$ cat src/rtl/module_debouncer_n.sv
// Multi-channel push-button debouncer with press/release edge pulses and
// auto-repeat. Every channel is independent; all outputs are registered.
module module_debouncer_n #(
   parameter int N_CH       = 4,
   parameter int STABLE_CYC = 26,
   parameter int REPEAT_DLY = 5000,
   parameter int REPEAT_PER = 1000
) (
   input  logic            clk,
   input  logic            rst,
   input  logic [N_CH-1:0] btn,
   input  logic            rep_en,
   output logic [N_CH-1:0] level,
   output logic [N_CH-1:0] press,
   output logic [N_CH-1:0] rel,
   output logic [N_CH-1:0] rpt,
   output logic [N_CH-1:0] tecla,
   output logic            any_evt
);

   localparam int SW   = $clog2(STABLE_CYC) + 1;
   localparam int RMAX = (REPEAT_DLY > REPEAT_PER) ? REPEAT_DLY : REPEAT_PER;
   localparam int RW   = $clog2(RMAX) + 1;

   localparam logic [SW-1:0] S_LAST = SW'(STABLE_CYC - 1);
   localparam logic [RW-1:0] D_LAST = RW'(REPEAT_DLY - 1);
   localparam logic [RW-1:0] P_LAST = RW'(REPEAT_PER - 1);

   logic [N_CH-1:0] s1, s2;
   logic [SW-1:0]   scnt [N_CH];
   logic [RW-1:0]   rcnt [N_CH];
   logic [N_CH-1:0] first;

   logic [N_CH-1:0] rise, fall, hit, rfire;

   // first marks that the next repeat is the initial one (REPEAT_DLY),
   // afterwards pulses come every REPEAT_PER cycles.
   always_comb begin
      rise  = '0;
      fall  = '0;
      hit   = '0;
      rfire = '0;
      for (int i = 0; i < N_CH; i++) begin
         rise[i]  = s2[i] & ~level[i] & (scnt[i] == S_LAST);
         fall[i]  = ~s2[i] & level[i] & (scnt[i] == S_LAST);
         hit[i]   = level[i] & rep_en & (rcnt[i] == (first[i] ? D_LAST : P_LAST));
         rfire[i] = hit[i] & ~fall[i];
      end
   end

   always_ff @(posedge clk) begin
      if (!rst) begin
         s1      <= '0;
         s2      <= '0;
         level   <= '0;
         press   <= '0;
         rel     <= '0;
         rpt     <= '0;
         tecla   <= '0;
         any_evt <= 1'b0;
         first   <= '1;
         for (int i = 0; i < N_CH; i++) begin
            scnt[i] <= '0;
            rcnt[i] <= '0;
         end
      end else begin
         s1      <= btn;
         s2      <= s1;
         level   <= level ^ (rise | fall);
         press   <= rise;
         rel     <= fall;
         rpt     <= rfire;
         tecla   <= rise | rfire;
         any_evt <= |(rise | rfire);
         for (int i = 0; i < N_CH; i++) begin
            if (s2[i] == level[i] || scnt[i] == S_LAST)
               scnt[i] <= '0;
            else
               scnt[i] <= scnt[i] + 1'b1;

            if (!level[i] || !rep_en) begin
               rcnt[i]  <= '0;
               first[i] <= 1'b1;
            end else if (hit[i]) begin
               rcnt[i]  <= '0;
               first[i] <= 1'b0;
            end else begin
               rcnt[i]  <= rcnt[i] + 1'b1;
            end
         end
      end
   end

endmodule
$ cat config.mk
export PLATFORM = sky130hd
export DESIGN_NAME = module_debouncer_n
export DESIGN_NICKNAME = d
export VERILOG_FILES = /design/src/rtl/module_debouncer_n.sv
export SDC_FILE = /design/constraint.sdc
export NUM_CORES = 1
export LEC_CHECK = 0
export CAP_MARGIN = 10
export CORE_ASPECT_RATIO = 1.5
export CORE_MARGIN = 2
export CORE_UTILIZATION = 52
export CTS_BUF_LIST = sky130_fd_sc_hd__clkbuf_4 sky130_fd_sc_hd__clkbuf_8
export DETAILED_ROUTE_END_ITERATION = 16
export GPL_TIMING_DRIVEN = 0
export PLACE_DENSITY = 0.7
export RECOVER_POWER = 25
export REMOVE_ABC_BUFFERS = 1
export SLEW_MARGIN = 20
export SYNTH_ARGS = -nofsm -noshare
export SYNTH_HDL_FRONTEND = slang
export SYNTH_SLANG_ARGS = --single-unit
$ cat constraint.sdc
create_clock -name clk -period 1.9 [get_ports clk]
set_clock_uncertainty 0.05 [all_clocks]
set_input_delay 0.57 -clock clk [delete_from_list [all_inputs] [get_ports clk]]
set_output_delay 0.57 -clock clk [all_outputs]
set_load 0.01 [all_outputs]
# After elaboration in Yosys (flattened, before gate mapping)
# Memory sizes are Yosys's and may differ from the RTL's.
# Index checks and enable logic that the tools add are counted.
# totals
regBits	33
ramBits	80
in_bits	7
output_inout_bits	21
elab_cells	209
mem_count	2
# op_classes
add_sub_neg	8
eq_ne	12
n_mux	93
bitwise	64
n_reduce_logical	18
# mem_list
memory	depth	width	read_ports	rd_ports_with_merged_regs	wr	line	source
rcnt	4	14	4	0	4	31	logic [RW-1:0] rcnt [N_CH];
scnt	4	6	4	0	4	30	logic [SW-1:0] scnt [N_CH];
# op_table
op	count
14-bit two-way mux	12
1-bit two-way mux	69
14-bit by 1-bit adder with 14-bit output, second input constant	4
14-bit by 13-bit equality test with 1-bit output	4
13-bit two-way mux	4
6-bit two-way mux	8
1-bit bitwise AND	28
6-bit by 1-bit adder with 6-bit output, second input constant	4
6-bit by 5-bit equality test with 1-bit output, second input constant	4
1-bit OR	20
1-bit inverter	13
1-bit logical OR	8
4-bit OR	2
2-bit OR reduction	4
1-bit zero test	5
1-bit equality test	4
4-bit OR reduction	1
4-bit bitwise XOR	1

# Depth between registers and ports, before layout
# depth
ltp_word	9
depth_mapped	7
ltp_nobuf	6

# Worst setup path before layout
# No wires, ideal clock.
# synth_path
path_kind	register to register
startpoint	mem rcnt[2][6] (netlist bit)
endpoint	mem rcnt[2][10] (netlist bit), data pin
setup_ns	0.257
arrival_time_ns	1.373
required_ns	1.593
slack_ns	0.220
path_stages_with_launch	6
n_path_buf	1
period_less_slack_ns	1.680
path_cell_list	edfxtp_1 > nor4bb_4 > o2111ai_2 > nand4_2 > buf_2 > nor2_1
# synth_rtl
item	line
start: declaration	31

==> reports/qor.csv <==
stage,metric,value,unit
status,outcome,"finished, final reports clean",
detailed_routing,Final ANT Viol Nets,0,
pwr,power per cell area,744,nW/µm²
grt,Congestion Overflow GR,0,
grt,largest net degree at the start of global routing,23,
sta,Max Slew Vio Count,0,
logic_synthesis,Avg Synthesized Cell Area,11.0,µm²
layout,P&R area growth vs syn,20.2,%
logic_synthesis,Mapped Cells,513,
logic_synthesis,"flops & latches, synth",113,
detailed_routing,Routed WL,9940,µm
sta,RSZ-0062 raised after global routing,false,
grt,GR Util All Layers,18.3,%
placement,placed instance area,6340,µm²
placement,RD Place Congestion,0.819,
worst_setup_path,Worst R2R Path Depth,5,
pwr,Comb power frac,3.7,%
worst_setup_path,Critical Path End Type,register,
detailed_routing,DR vias,3933,
sta,Slew HR,63.7,%
worst_setup_path,WP data arrival,2.08,ns
sta,final setup violation count,0,
pwr,Cell Int Power,3.90,mW
worst_setup_path,worst flop-to-flop path startpoint,rcnt[2][0]$_SDFFCE_PN0P_,
placement,Port Buffer Count,27,
worst_setup_path,Worst Setup EP,any_evt$_SDFF_PN0_,
sta,minimum clock period,1.77,ns
worst_setup_path,critical path launch point type,register,
clocking,CTS Buffer Depth,2,
layout,Antenna Cells,0,
pwr,Max VDD drop,0.526,mV
sta,fmax,564,MHz
die,DIE HEIGHT,132,µm
layout,# fillers,933,
clocking,root buffer cell,clkbuf_8,
worst_setup_path,reg2reg setup slack,0.13,ns
layout,post-route insts no fill,784,
logic_synthesis,Synth top area share,42.5,%
pwr,Switch Pwr,1.16,mW
detailed_routing,DR pass1 iterations,4,
logic_synthesis,Synth async-reset ratio,0,%
die,die area,11700,µm²
layout,final instance area,6800,µm²
grt,initial antenna violation count,0,
placement,dpl ws,-1.06,ns
die,area of the core,10600,µm²
grt,first-pass GRT wire length,16900,µm
pwr,power share of the clock group,41.0,%
flow_run,maximum capacitance violations,0,
die,num rows,46,
worst_setup_path,Worst Setup SP,rcnt[2][0]$_SDFFCE_PN0P_,
pwr,sequential power share,55.3,%
logic_synthesis,warnings from Yosys,0,
clocking,H-tree Lvls,4,
pwr,Pleak,2.57,nW
clocking,clk sinks,113,
detailed_routing,number of remaining DRC errors,0,
sta,Final Cycle Share,93.3,%
worst_setup_path,worst r2r dst,any_evt$_SDFF_PN0_,
clocking,clk_lat worst skew,0.43,ns
grt,vias in the first global route,3943,
sta,measured slew at the worst slew-check pin,0.540,ns
layout,Final nets,654,
logic_synthesis,Netlist cell types,54,
detailed_routing,Starting DRT DRC Count,175,
die,IO Pins,28,
logic_synthesis,dominant cell type by area after synthesis,edfxtp_1,
sta,post-route setup slack,0.126,ns
die,Initial Util,53.4,%
worst_setup_path,"Max FO, Critical Path",4,
clocking,CTS tree,done,
clocking,Num CTS Buffers,17,
layout,layout cell share with drive strength beyond 1,10.9,%
clocking,Clock transition at path regs,0.07,ns
worst_setup_path,Critical Path RT,2.21,ns
logic_synthesis,synth top area cells,"edfxtp_1 (42%), dfxtp_1 (12%), nor2_1 (6.6%), xnor2_1 (5.7%), ha_1 (4.4%)",
logic_synthesis,"Seq/Total Area, Yosys",54.1,%
die,DIE WIDTH,89.2,µm
detailed_routing,via/cell ratio,5.02,
worst_setup_path,kind of critical path,reg -> reg,
logic_synthesis,number of synthesized flops with an enable pin,80,
sta,hold_ws,0.384,ns
logic_synthesis,Main synth FF type,edfxtp_1,
detailed_routing,routed len/inst,12.7,µm
pwr,Net Sw Frac,22.8,%
worst_hold_path,Tightest Hold Check Type,reg -> reg,
placement,placed cells,749,
placement,post-DP HPWL,7070,µm
sta,final hold vios,0,
logic_synthesis,Syn Std Cell Area,5660,µm²
flip-flops by register name, summed over array words and instances (netlist names), named ones only:
register and flops:
rcnt 56, scnt 24, first 4, press 4
rel 4, rpt 4, s1 4, s2 4
tecla 4, any_evt 1
per-stage QoR:
stage | TNS [ns] | utilization, % | power [mW]
2_1_floorplan | 0 | - | 2.96
3_3_place_gp | -66.62 | 59.8 | 3.01
3_5_place_dp | -69.74 | 59.8 | 3.02
4_1_cts | 0 | 63.4 | 5.10
5_1_grt | 0 | 64.2 | 5.23
6_report | 0 | 64.2 | 5.06
area by class of cell:
class | instances | area [µm²] | area share (%)
clock buffers | 21 | 277 | 4.07
multi-input cells | 444 | 2850 | 41.9
well taps | 144 | 180 | 2.65
flip-flops and latches | 113 | 3070 | 45.1
clock inverters | 11 | 86.3 | 1.27
inverters | 22 | 86.3 | 1.27
repair buffers | 29 | 256 | 3.77
layout by cell type (no fill, tap or decap), types with 21 or more instances in the layout:
cell type       n
conb_1         80
dfxtp_1        29
dlygate4sd2_1  21
edfxtp_1       80
inv_1          21
nand2_1        21
nand3_1        30
nor2_1         99
xnor2_1        37
xor2_1         25
synth_stat cells (all sizes together), types with 2 or more instances:
cell type / n
o21ai: 4
nor2: 101
nor4bb: 5
buf: 8
o2bb2a: 2
nand2: 21
o2111ai: 4
dfxtp: 33
nand3: 30
xor2: 25
o211ai: 4
nand4: 18
and3: 7
and4: 4
and4b: 3
nand2b: 4
a21oi: 3
and4bb: 4
a21o: 5
mux2i: 3
and2: 14
nor3: 14
nand4b: 2
ha: 20
xnor2: 37
a211oi: 2
nor4: 11
or3: 6
nor4b: 3
edfxtp: 80
clkbuf: 6
inv: 22
cells by family (layout without fill, tap and decap cells):
logic type / Yosys count / in the layout / synth area share, %
XOR/XNOR: 62 / 62 / 9.60
multiplexers: 3 / 3 / 0.531
buffers and inverters: 36 / 83 / 2.68
flip-flops: 113 / 113 / 54.1
AO/OA/AOI/OAI: 28 / 28 / 4.05
adder cells (fa/ha/maj): 20 / 20 / 4.42
AND/OR/NAND/NOR: 250 / 251 / 24.5
other: 1 / 80 / 0.0663
critical path, cell delays in order, from the launching register on:
cell and delay (ns):
edfxtp_1 0.40, ha_1 0.27, and4b_1 0.29, nand4_1 0.15, o32a_1 0.37, a41oi_2 0.18
power groups by stage:
stage               sequential [mW]  combinational, mW  clock (mW)
finish                         2.80              0.187        2.08
global route                   2.81              0.216        2.21
CTS                            2.79              0.176        2.13
detailed placement             2.85              0.174           0
global placement               2.84              0.171           0
floorplan                      2.82              0.132           0
how the worst min path moves through the flow:
stage	from	to	slack, ns	cells after the start
2_1_floorplan	s1[0]$_SDFF_PN0_	s2[0]$_SDFF_PN0_	0.36	1
3_3_place_gp	s1[1]$_SDFF_PN0_	s2[1]$_SDFF_PN0_	0.37	1
3_5_place_dp	s1[1]$_SDFF_PN0_	s2[1]$_SDFF_PN0_	0.37	1
4_1_cts	s1[1]$_SDFF_PN0_	s2[1]$_SDFF_PN0_	0.39	1
5_1_grt	s1[2]$_SDFF_PN0_	s2[2]$_SDFF_PN0_	0.40	1
6_report	s1[1]$_SDFF_PN0_	s2[1]$_SDFF_PN0_	0.38	1
per-layer routing:
metal	vias to the layer above	wire [µm]	GRT usage (%)
li1	1987	-	-
met1	1845	4340	21.1
met2	79	5040	30.7
met3	22	301	5.07
met4	0	254	8.37
met5	-	0	0
what timing repair did:
action | 4_1_cts | 5_1_grt
cloned | 1 | 0
endpoints found under the hold margin | 0 | 0
setup endpoints to repair | 105 | 74
resized for setup | 34 | 16
buffers inserted | 0 | 2
pin swaps | 0 | 0
hold buffers | 0 | 0
Note: power is estimated with default switching activity, not from simulation.
